## src/rtl/signed_seq_multiplier_pkg.sv

```systemverilog
`default_nettype none
// ============================================================================
//  Module      : signed_seq_multiplier_pkg
//  Description : Shared types and constants for the sequential signed Booth
//                multiplier: FSM state encoding, Booth op codes and decoder.
//  Revision    : 1.0 - initial release
// ============================================================================
package signed_seq_multiplier_pkg;

    localparam int DEFAULT_WIDTH = 8;

    typedef enum logic [1:0] {
        S_IDLE = 2'd0,
        S_RUN  = 2'd1,
        S_DONE = 2'd2
    } state_t;

    typedef enum logic [1:0] {
        BOOTH_NOP = 2'd0,
        BOOTH_ADD = 2'd1,
        BOOTH_SUB = 2'd2
    } booth_op_t;

    // Radix-2 Booth recoding of the pair {current LSB, previously shifted-out bit}
    function automatic booth_op_t booth_decode(input logic b0, input logic q1);
        case ({b0, q1})
            2'b01:   return BOOTH_ADD;
            2'b10:   return BOOTH_SUB;
            default: return BOOTH_NOP;
        endcase
    endfunction

endpackage : signed_seq_multiplier_pkg
`default_nettype wire

```

## src/rtl/signed_seq_multiplier_if.sv

```systemverilog
`default_nettype none
// ============================================================================
//  Module      : signed_seq_multiplier_if
//  Description : start/done handshake and operand/product bus of the
//                sequential signed multiplier.
//  Revision    : 1.0 - initial release
// ============================================================================
interface signed_seq_multiplier_if
    import signed_seq_multiplier_pkg::*;
#(
    parameter int WIDTH = DEFAULT_WIDTH
) ();

    logic                 start;
    logic [WIDTH-1:0]     A;
    logic [WIDTH-1:0]     B;
    logic [2*WIDTH-1:0]   p;
    logic                 done;
    logic                 busy;

    // Requester side
    modport master (
        output start,
        output A,
        output B,
        input  p,
        input  done,
        input  busy
    );

    // Multiplier side
    modport slave (
        input  start,
        input  A,
        input  B,
        output p,
        output done,
        output busy
    );

endinterface : signed_seq_multiplier_if
`default_nettype wire

```

## src/rtl/signed_seq_multiplier_booth_step.sv

```systemverilog
`default_nettype none
// ============================================================================
//  Module      : signed_seq_multiplier_booth_step
//  Description : One combinational radix-2 Booth iteration: conditional
//                add/subtract of the multiplicand into the accumulator
//                followed by an arithmetic right shift of {acc, mq, q_1}.
//  Revision    : 1.0 - initial release
// ============================================================================
module signed_seq_multiplier_booth_step
    import signed_seq_multiplier_pkg::*;
#(
    parameter int WIDTH = DEFAULT_WIDTH
) (
    input  wire logic [WIDTH:0]   i_acc,
    input  wire logic [WIDTH-1:0] i_mq,
    input  wire logic             i_q_1,
    input  wire logic [WIDTH:0]   i_mcand,
    output logic      [WIDTH:0]   o_acc,
    output logic      [WIDTH-1:0] o_mq,
    output logic                  o_q_1
);

    booth_op_t          w_op;
    logic [WIDTH:0]     w_sum;

    assign w_op = booth_decode(i_mq[0], i_q_1);

    // Add/subtract modulo 2^(WIDTH+1), then arithmetic shift right by one
    always_comb begin
        w_sum = i_acc;
        case (w_op)
            BOOTH_ADD: w_sum = i_acc + i_mcand;
            BOOTH_SUB: w_sum = i_acc - i_mcand;
            default:   w_sum = i_acc;
        endcase
        o_acc = {w_sum[WIDTH], w_sum[WIDTH:1]};
        o_mq  = {w_sum[0], i_mq[WIDTH-1:1]};
        o_q_1 = i_mq[0];
    end

endmodule : signed_seq_multiplier_booth_step
`default_nettype wire

```

## src/rtl/signed_seq_multiplier.sv

```systemverilog
`default_nettype none
// ============================================================================
//  Module      : signed_seq_multiplier
//  Description : Sequential signed radix-2 Booth multiplier. WIDTH x WIDTH
//                two's-complement operands, 2*WIDTH product, one Booth step
//                per clock, start/done handshake.
//  Revision    : 1.0 - initial release
// ============================================================================
module signed_seq_multiplier
    import signed_seq_multiplier_pkg::*;
#(
    parameter int WIDTH = DEFAULT_WIDTH
) (
    input  wire logic              clk,
    input  wire logic              rst_n,
    signed_seq_multiplier_if.slave bus
);

    localparam int                CNT_W      = (WIDTH > 1) ? $clog2(WIDTH) : 1;
    localparam logic [CNT_W-1:0]  C_CNT_LAST = CNT_W'(WIDTH - 1);

    state_t               r_state;
    state_t               w_state_next;

    logic [WIDTH:0]       r_mcand;
    logic [WIDTH:0]       r_acc;
    logic [WIDTH-1:0]     r_mq;
    logic                 r_q_1;
    logic [CNT_W-1:0]     r_cnt;
    logic [2*WIDTH-1:0]   r_p;

    logic [WIDTH:0]       w_acc_next;
    logic [WIDTH-1:0]     w_mq_next;
    logic                 w_q_1_next;

    logic                 w_load;
    logic                 w_step;
    logic                 w_capture;
    logic                 w_done;
    logic                 w_busy;

    signed_seq_multiplier_booth_step #(
        .WIDTH (WIDTH)
    ) u_booth_step (
        .i_acc   (r_acc),
        .i_mq    (r_mq),
        .i_q_1   (r_q_1),
        .i_mcand (r_mcand),
        .o_acc   (w_acc_next),
        .o_mq    (w_mq_next),
        .o_q_1   (w_q_1_next)
    );

    // State register
    always_ff @(posedge clk or negedge rst_n) begin
        if (!rst_n) begin
            r_state <= S_IDLE;
        end else begin
            r_state <= w_state_next;
        end
    end

    // Next-state and control decode; a start in DONE is accepted like in IDLE
    always_comb begin
        w_state_next = r_state;
        w_load       = 1'b0;
        w_step       = 1'b0;
        w_capture    = 1'b0;
        w_done       = 1'b0;
        w_busy       = 1'b0;
        case (r_state)
            S_IDLE: begin
                if (bus.start) begin
                    w_load       = 1'b1;
                    w_state_next = S_RUN;
                end
            end
            S_RUN: begin
                w_busy = 1'b1;
                w_step = 1'b1;
                if (r_cnt == C_CNT_LAST) begin
                    w_capture    = 1'b1;
                    w_state_next = S_DONE;
                end
            end
            S_DONE: begin
                w_done = 1'b1;
                if (bus.start) begin
                    w_load       = 1'b1;
                    w_state_next = S_RUN;
                end else begin
                    w_state_next = S_IDLE;
                end
            end
            default: begin
                w_state_next = S_IDLE;
            end
        endcase
    end

    // Operand capture, Booth iteration and product latch on entry to DONE
    always_ff @(posedge clk or negedge rst_n) begin
        if (!rst_n) begin
            r_mcand <= '0;
            r_acc   <= '0;
            r_mq    <= '0;
            r_q_1   <= 1'b0;
            r_cnt   <= '0;
            r_p     <= '0;
        end else begin
            if (w_load) begin
                r_mcand <= {bus.A[WIDTH-1], bus.A};
                r_acc   <= '0;
                r_mq    <= bus.B;
                r_q_1   <= 1'b0;
                r_cnt   <= '0;
            end else if (w_step) begin
                r_acc   <= w_acc_next;
                r_mq    <= w_mq_next;
                r_q_1   <= w_q_1_next;
                r_cnt   <= r_cnt + 1'b1;
            end
            if (w_capture) begin
                r_p <= {w_acc_next[WIDTH-1:0], w_mq_next};
            end
        end
    end

    assign bus.p    = r_p;
    assign bus.done = w_done;
    assign bus.busy = w_busy;

endmodule : signed_seq_multiplier
`default_nettype wire
```

## src/flat_wrapper.sv

```systemverilog
// flat-port wrapper written by rule: the top's interface ports become plain ports
module signed_seq_multiplier_flat import signed_seq_multiplier_pkg::*;
#(
    parameter int WIDTH = DEFAULT_WIDTH
)
  (clk, rst_n, bus_start, bus_A, bus_B, bus_p, bus_done, bus_busy);
  signed_seq_multiplier_if #(.WIDTH(WIDTH)) bus_i ();
  input  wire logic clk;
  input  wire logic rst_n;
  input wire logic [$bits(bus_i.start)-1:0] bus_start;
  input wire logic [$bits(bus_i.A)-1:0] bus_A;
  input wire logic [$bits(bus_i.B)-1:0] bus_B;
  output wire logic [$bits(bus_i.p)-1:0] bus_p;
  output wire logic [$bits(bus_i.done)-1:0] bus_done;
  output wire logic [$bits(bus_i.busy)-1:0] bus_busy;
  assign bus_i.start = bus_start;
  assign bus_i.A = bus_A;
  assign bus_i.B = bus_B;
  assign bus_p = bus_i.p;
  assign bus_done = bus_i.done;
  assign bus_busy = bus_i.busy;
  signed_seq_multiplier #(.WIDTH(WIDTH)) u_core (.clk(clk), .rst_n(rst_n), .bus(bus_i));
endmodule
```

## config.mk

```make
export PLATFORM = sky130hd
export DESIGN_NAME = signed_seq_multiplier_flat
export DESIGN_NICKNAME = d
export VERILOG_FILES = /design/src/rtl/signed_seq_multiplier_pkg.sv /design/src/rtl/signed_seq_multiplier_if.sv /design/src/rtl/signed_seq_multiplier_booth_step.sv /design/src/rtl/signed_seq_multiplier.sv /design/src/flat_wrapper.sv
export SDC_FILE = /design/constraint.sdc
export NUM_CORES = 1
export LEC_CHECK = 0
export ABC_AREA = 1
export BUFFER_PORTS_ARGS = -buffer_cell sky130_fd_sc_hd__buf_2
export CAP_MARGIN = 20
export CORE_ASPECT_RATIO = 0.6
export CORE_UTILIZATION = 30
export CTS_BUF_LIST = sky130_fd_sc_hd__clkbuf_16
export DETAILED_ROUTE_END_ITERATION = 16
export REMOVE_ABC_BUFFERS = 1
export SLEW_MARGIN = 20
export SYNTH_ARGS = -nofsm -noshare
export SYNTH_HDL_FRONTEND = slang
export SYNTH_SLANG_ARGS = --single-unit
```

## constraint.sdc

```tcl
create_clock -name clk -period 2.9 [get_ports clk]
set_clock_uncertainty 0.2 [all_clocks]
set_input_delay 0.145 -clock clk [delete_from_list [all_inputs] [get_ports clk]]
set_output_delay 0.145 -clock clk [all_outputs]
set_load 0.005 [all_outputs]
```

# After elaboration in Yosys (flattened, before gate mapping)
# Index checks and enable logic that the tools add are counted.
[totals]
regBits = 47
in_bits = 19
out_inout_bits = 18
word_cells = 43
[classes]
add_sub_neg = 3
eq_ne = 9
mux = 20
reduce_logical = 4
[op_table]
columns = ["cell", "count"]
rows = [
  ["two-way mux 9 bit", 2],
  ["case mux 9 bit (2 select lines)", 1],
  ["two-way mux 8 bit", 2],
  ["adder 9 bit", 1],
  ["two-way mux 1 bit", 9],
  ["subtractor 9 bit", 1],
  ["== test 2 x 1 -> 1 bit (second input constant)", 3],
  ["== test 2 bit (second input constant)", 3],
  ["two-way mux 3 bit", 2],
  ["case mux 2 bit (3 select lines)", 1],
  ["two-way mux 2 bit", 2],
  ["case mux 2 bit (2 select lines)", 1],
  ["adder 3 x 1 -> 3 bit (second input constant)", 1],
  ["== test 3 bit (second input constant)", 1],
  ["logical NOT 2 bit", 1],
  ["!= test 2 x 1 -> 1 bit (second input constant)", 1],
  ["!= test 2 bit (second input constant)", 1],
  ["AND reduction 2 bit", 1],
  ["nonzero test 2 bit", 1],
  ["OR reduction 2 bit", 1],
]

# Depth between registers and ports, before layout
# Gate-level depths: netlist (run 1).
[logic_depth]
word_depth = 6
depth_mapped = 20
ltp_nobuf = 20

# Cells and area by module
# A second synthesis (run 1) with hierarchy kept.
[unflattened]
cells_unflattened = 367
area_unflattened_um2 = 2771.4
[modules_own_cells]
columns = ["mod", "instances", "cells_each", "area_per_inst_um2", "seq_area_each_um2"]
rows = [
  ["signed_seq_multiplier", 1, 230, 2013.2, 1176.1],
  ["signed_seq_multiplier_booth_step", 1, 137, 758.2, 0.0],
]

# Worst setup path after synthesis (run 1)
# OpenSTA, ideal clock, no wires.
[synth_path]
kind = "reg-to-reg"
startpoint = "register u_core.r_mcand[0]"
endpoint = "register u_core.r_p[15], in the netlist u_core.bus.p[15]"
arrival_ns = 2.114
t_required_ns = 2.582
slack_ns = 0.468
path_stages_with_launch = 20
n_path_buf = 0
synth_period_minus_slack_ns = 2.432
cell_sequence = "dfrtp_1 -> inv_1 -> ha_1 -> nand2_2 -> nor2_2 -> nor2_1 -> a21oi_1 -> xnor2_1 -> inv_1 -> ha_1 -> nand2_2 -> inv_2 -> nand2_1 -> nand2_1 -> a21oi_1 -> nand2_2 -> nand4_1 -> nand2_1 -> nand2_1 -> nand2_1"
[synth_via]
elab_chain_len = 2
word_cells_on_any_way = 3
[synth_rtl]
columns = ["item", "line_no", "source"]
rows = [
  ["start: declaration", "signed_seq_multiplier.sv:25", "logic [WIDTH:0] r_mcand;"],
  ["start signal: assignment", "signed_seq_multiplier.sv:112", "r_mcand <= {bus.A[WIDTH-1], bus.A};"],
  ["subtractor 9 bit or adder 9 bit (tied branches)", "signed_seq_multiplier_booth_step.sv:33, signed_seq_multiplier_booth_step.sv:32", ""],
  ["case mux 9 bit (2 select lines) (*)", "signed_seq_multiplier_booth_step.sv:31", "case (w_op)"],
  ["end signal: assignment", "signed_seq_multiplier.sv:124", "r_p <= {w_acc_next[WIDTH-1:0], w_mq_next};"],
  ["end: declaration", "signed_seq_multiplier.sv:30", "logic [2*WIDTH-1:0] r_p;"],
]
# Mark *: on every way between the ends. The rest lies on a longest branch, timed or not.
# A chain may end at the register's enable or synchronous reset.

# Worst setup path in the final report (run 1)
# Same ends and word-level chain as after synthesis.

==> results of run 1 <==
## logic make-up (layout without fill, tap and decap cells)
group,after synthesis,in the layout,synth area share
AND/OR/NAND/NOR,126,126,0.218
AO/OA/AOI/OAI,63,63,0.145
buffers and inverters,48,103,0.0810
flip-flops,46,46,0.463
adder cells (fa/ha/maj),13,13,0.0684
XOR/XNOR,7,7,0.0246
## Yosys cell counts, drive strengths merged (2+ instances only)
cell type   n  area share
nand2      95        0.15
a21oi      11       0.025
xnor2       3       0.011
or2         2      0.0050
inv        38       0.058
dfrtp      46        0.46
nor2       13       0.026
buf         9       0.021
xor2        4       0.014
ha         12       0.060
o221ai      2      0.0070
o21ai      39       0.078
nand3      14       0.032
a22o        3       0.011
o22ai       4       0.013
## final timing paths
kind	from	cells past startpoint	end	slack [ps]
worst min-delay path	bus_start	4	u_core.r_state[0]$_DFFE_PN0P_	120
worst max register to register	u_core.r_mcand[0]$_DFFE_PN0P_	19	u_core.bus.p[15]$_DFFE_PN0P_	280
worst max-delay path	u_core.r_mcand[0]$_DFFE_PN0P_	19	u_core.bus.p[15]$_DFFE_PN0P_	280
max in group asynchronous	rst_n	2	u_core.r_state[1]$_DFFE_PN0P_	1890
min in group asynchronous	rst_n	2	u_core.bus.p[1]$_DFFE_PN0P_	210
worst min register to register	u_core.bus.p[11]$_DFFE_PN0P_	2	u_core.bus.p[11]$_DFFE_PN0P_	280
## state kept, by name, indices dropped and copies added (netlist names)
name and flops:
u_core.r_mq 8, u_core.r_q_1 1, u_core.bus.p 16, u_core.r_acc 8, u_core.r_state 2, u_core.r_cnt 3, u_core.r_mcand 8
## cells in the final DEF (no fill, tap or decap), types with 2 or more instances in the layout
cell type and instances:
nand2_2 7, dlygate4sd3_1 17, clkbuf_16 5, or2_1 2, nand3_1 12, o22ai_1 3, nand2_1 88, o221ai_1 2
nand3_2 2, inv_1 32, a22o_1 3, dfrtp_1 46, xor2_1 4, a21oi_2 4, inv_2 7, ha_1 11
a21oi_1 7, nor2_2 4, buf_2 35, nor2_1 8, buf_4 4, xnor2_1 3, o21ai_1 4, o21ai_0 35
## layer usage
metal,part of all wire,track usage
met1,0.59,0.215
met2,0.37,0.195
met3,0.029,0.0283
met4,0.0099,0.0417
met5,0,0
## critical path, delay by kind of cell, from the launching register on
| kind | cells | cell delay [ps] |
|---|---|---|
| flops | 1 | 400 |
| simple gates | 11 | 820 |
| buf+inv | 3 | 180 |
| fa+ha+maj | 2 | 510 |
| compound gates | 2 | 270 |
| xor+xnor | 1 | 130 |
## cell type report
cell class                      count  area (um2)  share of cell area
Tap cell                          108         135              0.0433
Multi-Input combinational cell    209        1150               0.368
Clock buffer                        5         125              0.0401
Inverter                           39         149              0.0477
Timing Repair Buffer               56         375               0.120
Clock inverter                      3        37.5              0.0120
Sequential cell                    46        1150               0.369
## metrics by stage
stage                     hold slack (ps)  cell area (um2)   util  std cells  setup WS, ps
after floorplan                      -351             2430      -        294           457
after global placement                156             2770  0.349        441           346
after detailed placement              157             2770  0.349        441           259
after CTS                             117             3110  0.391        466           241
after global routing                  163             3120  0.393        466          9.17
final                                 117             3120  0.393        466           283
## repair_timing
action                     4_1_cts  5_1_grt
setup endpoints to repair        0        3
buffers inserted                 0        0
gates resized for setup          0        4
hold buffers                    17        0
hold endpoints to repair        62        0
==> flow_metrics.env, run 1 <==
export IMPL_path_class="reg -> reg"
export IMPL_max_freq_mhz=382
export IMPL_grt_pass1_wl_mm=9.44
export IMPL_start_util=0.313
export IMPL_syn_cell_area_mm2=0.00249
export IMPL_final_fill_count=817
export IMPL_crit_slowest_cell="dfrtp_1"
export IMPL_totalNegativeSetupSlack_ps=0
export IMPL_root_buffer="clkbuf_16"
export IMPL_grt_pass1_vias=1964
export IMPL_htree_levels=2
export IMPL_antenna_cells=0
export IMPL_ant_nets=0
export IMPL_die_w_um=120
export IMPL_finalCriticalPeriod_ps=2620
export IMPL_die_height_um=72.5
export IMPL_ys_seq_elements=46
export IMPL_cp_max_fo=4
export IMPL_outcome="finished, final reports clean"
export IMPL_drv_cap=0
export IMPL_num_vias=2038
export IMPL_yosysUniqueCellTypes=33
export IMPL_nNetsFinal=389
export IMPL_routed_wl_mm=5.46
export IMPL_hold_viol=0
export IMPL_setup_violations=0
export IMPL_cts_buffers=5
export IMPL_max_stage_delay_ps=400
export IMPL_critPathRequiredTime_ps=2880
export IMPL_cts_tree="built"
export IMPL_route_detailed_wl_per_inst_um=11.7
export IMPL_hold_class="in -> reg"
export IMPL_grtUsageTotal=0.140
export IMPL_yosysSeqAreaShare=0.463
export IMPL_grt_max_degree=47
export IMPL_cts_buffer_depth=2
export IMPL_ys_warn_count=0
export IMPL_synth_edf_count=0
export IMPL_avgSynthCellArea_um2=8.21
export IMPL_relSlewSlack=0.610
export IMPL_final_period_utilization=0.902
export IMPL_tightest_slew_ps=586
export IMPL_path_clk_slew_ps=60
export IMPL_critPathCaptureType="flop"
export IMPL_grt_overflow=0
export IMPL_syn_inst=303
export IMPL_slew_violations=0
export IMPL_core_mm2=0.00795
export IMPL_synth_ff_type="dfrtp_1"
export IMPL_critPathLaunchType="flop"
export IMPL_first_pass_iters=4
export IMPL_gp_congestion=0.837
export IMPL_row_count=25
export IMPL_portBuffers=36
export IMPL_place_hpwl_mm=4.08
export IMPL_crit_path_cell_trace="inv_1 > ha_1 > nand2_2 > nor2_2 > nor2_2 > a21oi_2 > xnor2_1 > inv_1 > ha_1 > nand2_2 > inv_2 > nand2_1 > nand2_1 > a21oi_1 > nand2_2 > nand4_1 > nand2_1 > nand2_1 > nand2_1"
export IMPL_area_delta_synth_final_pct=25.5
export IMPL_viasPerCell=4.37
export IMPL_cts_sink_count=46
export IMPL_rsz0062_at_grt="no"
export IMPL_async_flop_share=1.00
export IMPL_drc=0
export IMPL_dieArea_mm2=0.00867
export IMPL_cp_arrival_ps=2600
export IMPL_drt_iter0_drc=89
export IMPL_drive_above_1_share=0.204
export IMPL_critPathMostFrequentCell="nand2_1"
export IMPL_antenna_found_initial=0
export IMPL_clk_latency_ps=290
export IMPL_io_pin_count=37
Power of run 1 is not shown: default switching activity piles up to over one toggle a cycle in this logic, so the estimate is an artifact.
==> inputs of run 2 (changes only) <==
--- a/config.mk
+++ b/config.mk
@@ -13,6 +13,7 @@
 export CTS_BUF_LIST = sky130_fd_sc_hd__clkbuf_16
 export DETAILED_ROUTE_END_ITERATION = 16
 export REMOVE_ABC_BUFFERS = 1
+export SKIP_CTS_REPAIR_TIMING = 1
 export SLEW_MARGIN = 20
 export SYNTH_ARGS = -nofsm -noshare
 export SYNTH_HDL_FRONTEND = slang
==> constraint.sdc (replaced) <==
create_clock -name clk -period 2.98 [get_ports clk]
set_clock_uncertainty 0.2 [all_clocks]
set_input_delay 0.149 -clock clk [delete_from_list [all_inputs] [get_ports clk]]
set_output_delay 0.149 -clock clk [all_outputs]
set_load 0.005 [all_outputs]
==> run 2 against run 1 <==
Worst hold slack gained 15 ps. Via count grew 1.2%. Core utilization decreased by 0.47 points. Cell count is the same. First-iteration DRC count decreased by 20%.
==> flow_metrics.env, run 2 (synthesis results as in run 1) <==
export IMPL_drt_iter0_drc=71
export IMPL_drive_above_1_share=0.193
export IMPL_first_pass_iters=4
export IMPL_drc=0
export IMPL_drv_cap=0
export IMPL_portBuffers=36
export IMPL_grtUsageTotal=0.134
export IMPL_num_vias=2062
export IMPL_grt_overflow=0
export IMPL_multi_input_area_mm2=0.00113
export IMPL_critPathRequiredTime_ps=2950
export IMPL_htree_levels=2
export IMPL_ant_nets=0
export IMPL_cts_buffers=5
export IMPL_path_class="reg -> reg"
export IMPL_place_hpwl_mm=4.08
export IMPL_io_pin_count=37
export IMPL_dieArea_mm2=0.00867
export IMPL_slew_violations=0
export IMPL_start_util=0.313
export IMPL_setup_violations=0
export IMPL_finalCriticalPeriod_ps=2660
export IMPL_clk_latency_ps=280
export IMPL_reg2reg_depth=19
export IMPL_ff2ff_setup_slack_ps=320
export IMPL_cts_tree="built"
export IMPL_totalNegativeSetupSlack_ps=0
export IMPL_route_detailed_wl_per_inst_um=11.5
export IMPL_layout_cells_most_common_list="nand2_1, dfrtp_1, o21ai_0, buf_2, inv_1"
export IMPL_hold_depth=4
export IMPL_min_to="u_core.r_state[0]$_DFFE_PN0P_"
export IMPL_top_usage_layer="met1"
export IMPL_antenna_found_initial=0
export IMPL_r2r_start="u_core.r_mcand[0]$_DFFE_PN0P_"
export IMPL_critPathLaunchType="flop"
export IMPL_tightest_slew_ps=585
export IMPL_met2_usage=0.180
export IMPL_max_freq_mhz=375
export IMPL_hold_start="bus_start"
export IMPL_grt_pass1_vias=1888
export IMPL_postPlaceCellArea_mm2=0.00277
export IMPL_viasPerCell=4.42
export IMPL_routed_wl_mm=5.38
export IMPL_cts_sink_count=46
export IMPL_largest_reg_flops=16
export IMPL_die_height_um=72.5
export IMPL_fin_area_mm2=0.00308
export IMPL_die_w_um=120
export IMPL_relSlewSlack=0.610
export IMPL_rsz0062_at_grt="no"
export IMPL_row_count=25
export IMPL_r2r_end="u_core.bus.p[15]$_DFFE_PN0P_"
export IMPL_outcome="finished, final reports clean"
export IMPL_cp_max_fo=4
export IMPL_critPathCaptureType="flop"
export IMPL_grt_max_degree=47
export IMPL_nNetsFinal=389
export IMPL_antenna_cells=0
export IMPL_utilization=0.388
export IMPL_gr_usage_met3=0.0291
export IMPL_final_fill_count=808
export IMPL_grt_pass1_wl_mm=9.27
export IMPL_seq_area_mm2=0.00115
export IMPL_hold_viol=0
export IMPL_core_mm2=0.00795
export IMPL_hold_class="in -> reg"
export IMPL_met1_usage=0.215
export IMPL_gp_congestion=0.836
export IMPL_root_buffer="clkbuf_16"
export IMPL_cp_arrival_ps=2630
export IMPL_area_delta_synth_final_pct=23.9
export IMPL_layout_commonest_cell="nand2_1"
export IMPL_path_clk_slew_ps=60
export IMPL_final_period_utilization=0.894
export IMPL_cts_buffer_depth=2
run 2: worst max-delay path by stage:
stage | slack [ps] | to | startpoint
detailed placement | 360 | u_core.bus.p[15]$_DFFE_PN0P_ | u_core.r_mcand[0]$_DFFE_PN0P_
floorplan | 540 | u_core.bus.p[15]$_DFFE_PN0P_ | u_core.r_mcand[0]$_DFFE_PN0P_
global placement | 430 | u_core.bus.p[15]$_DFFE_PN0P_ | u_core.r_q_1$_DFFE_PN0P_
finish | 320 | u_core.bus.p[15]$_DFFE_PN0P_ | u_core.r_mcand[0]$_DFFE_PN0P_
CTS | 330 | u_core.bus.p[15]$_DFFE_PN0P_ | u_core.r_mcand[0]$_DFFE_PN0P_
global route | 20 | u_core.bus.p[15]$_DFFE_PN0P_ | u_core.r_q_1$_DFFE_PN0P_
run 2: critical path: stages (launching register included):
cell	delay [ps]
dfrtp_1	400
inv_1	90
ha_1	190
nand2_2	70
nor2_2	100
nor2_1	70
a21oi_1	160
xnor2_1	130
inv_1	60
ha_1	330
nand2_2	100
inv_2	30
nand2_1	80
nand2_1	50
a21oi_1	140
nand2_2	80
nand4_1	80
nand2_1	70
nand2_1	60
nand2_1	50
run 2: final cells by class:
cell class	count	share of cell area
flip-flops and latches	46	0.373
multi-input cells	209	0.368
repair buffers	56	0.122
inverters	39	0.0483
well taps	108	0.0438
clock buffers	5	0.0406
clock inverters	3	0.00406
run 2: metrics by stage:
| stage | hold WS (ps) | std cells | worst slack [ps] |
|---|---|---|---|
| after global routing | 163 | 466 | 16.9 |
| after global placement | 160 | 441 | 426 |
| after detailed placement | 163 | 441 | 355 |
| final | 132 | 466 | 315 |
| after floorplan | -347 | 294 | 537 |
| after CTS | -124 | 449 | 326 |
run 2: routing by layer:
layer | share of wire | vias up
met1 | 0.59 | 926
met3 | 0.043 | 2
met2 | 0.36 | 42
li1 | - | 1092
met5 | 0 | -
met4 | 0.0026 | 0
Power of run 2 is left out for the same reason.
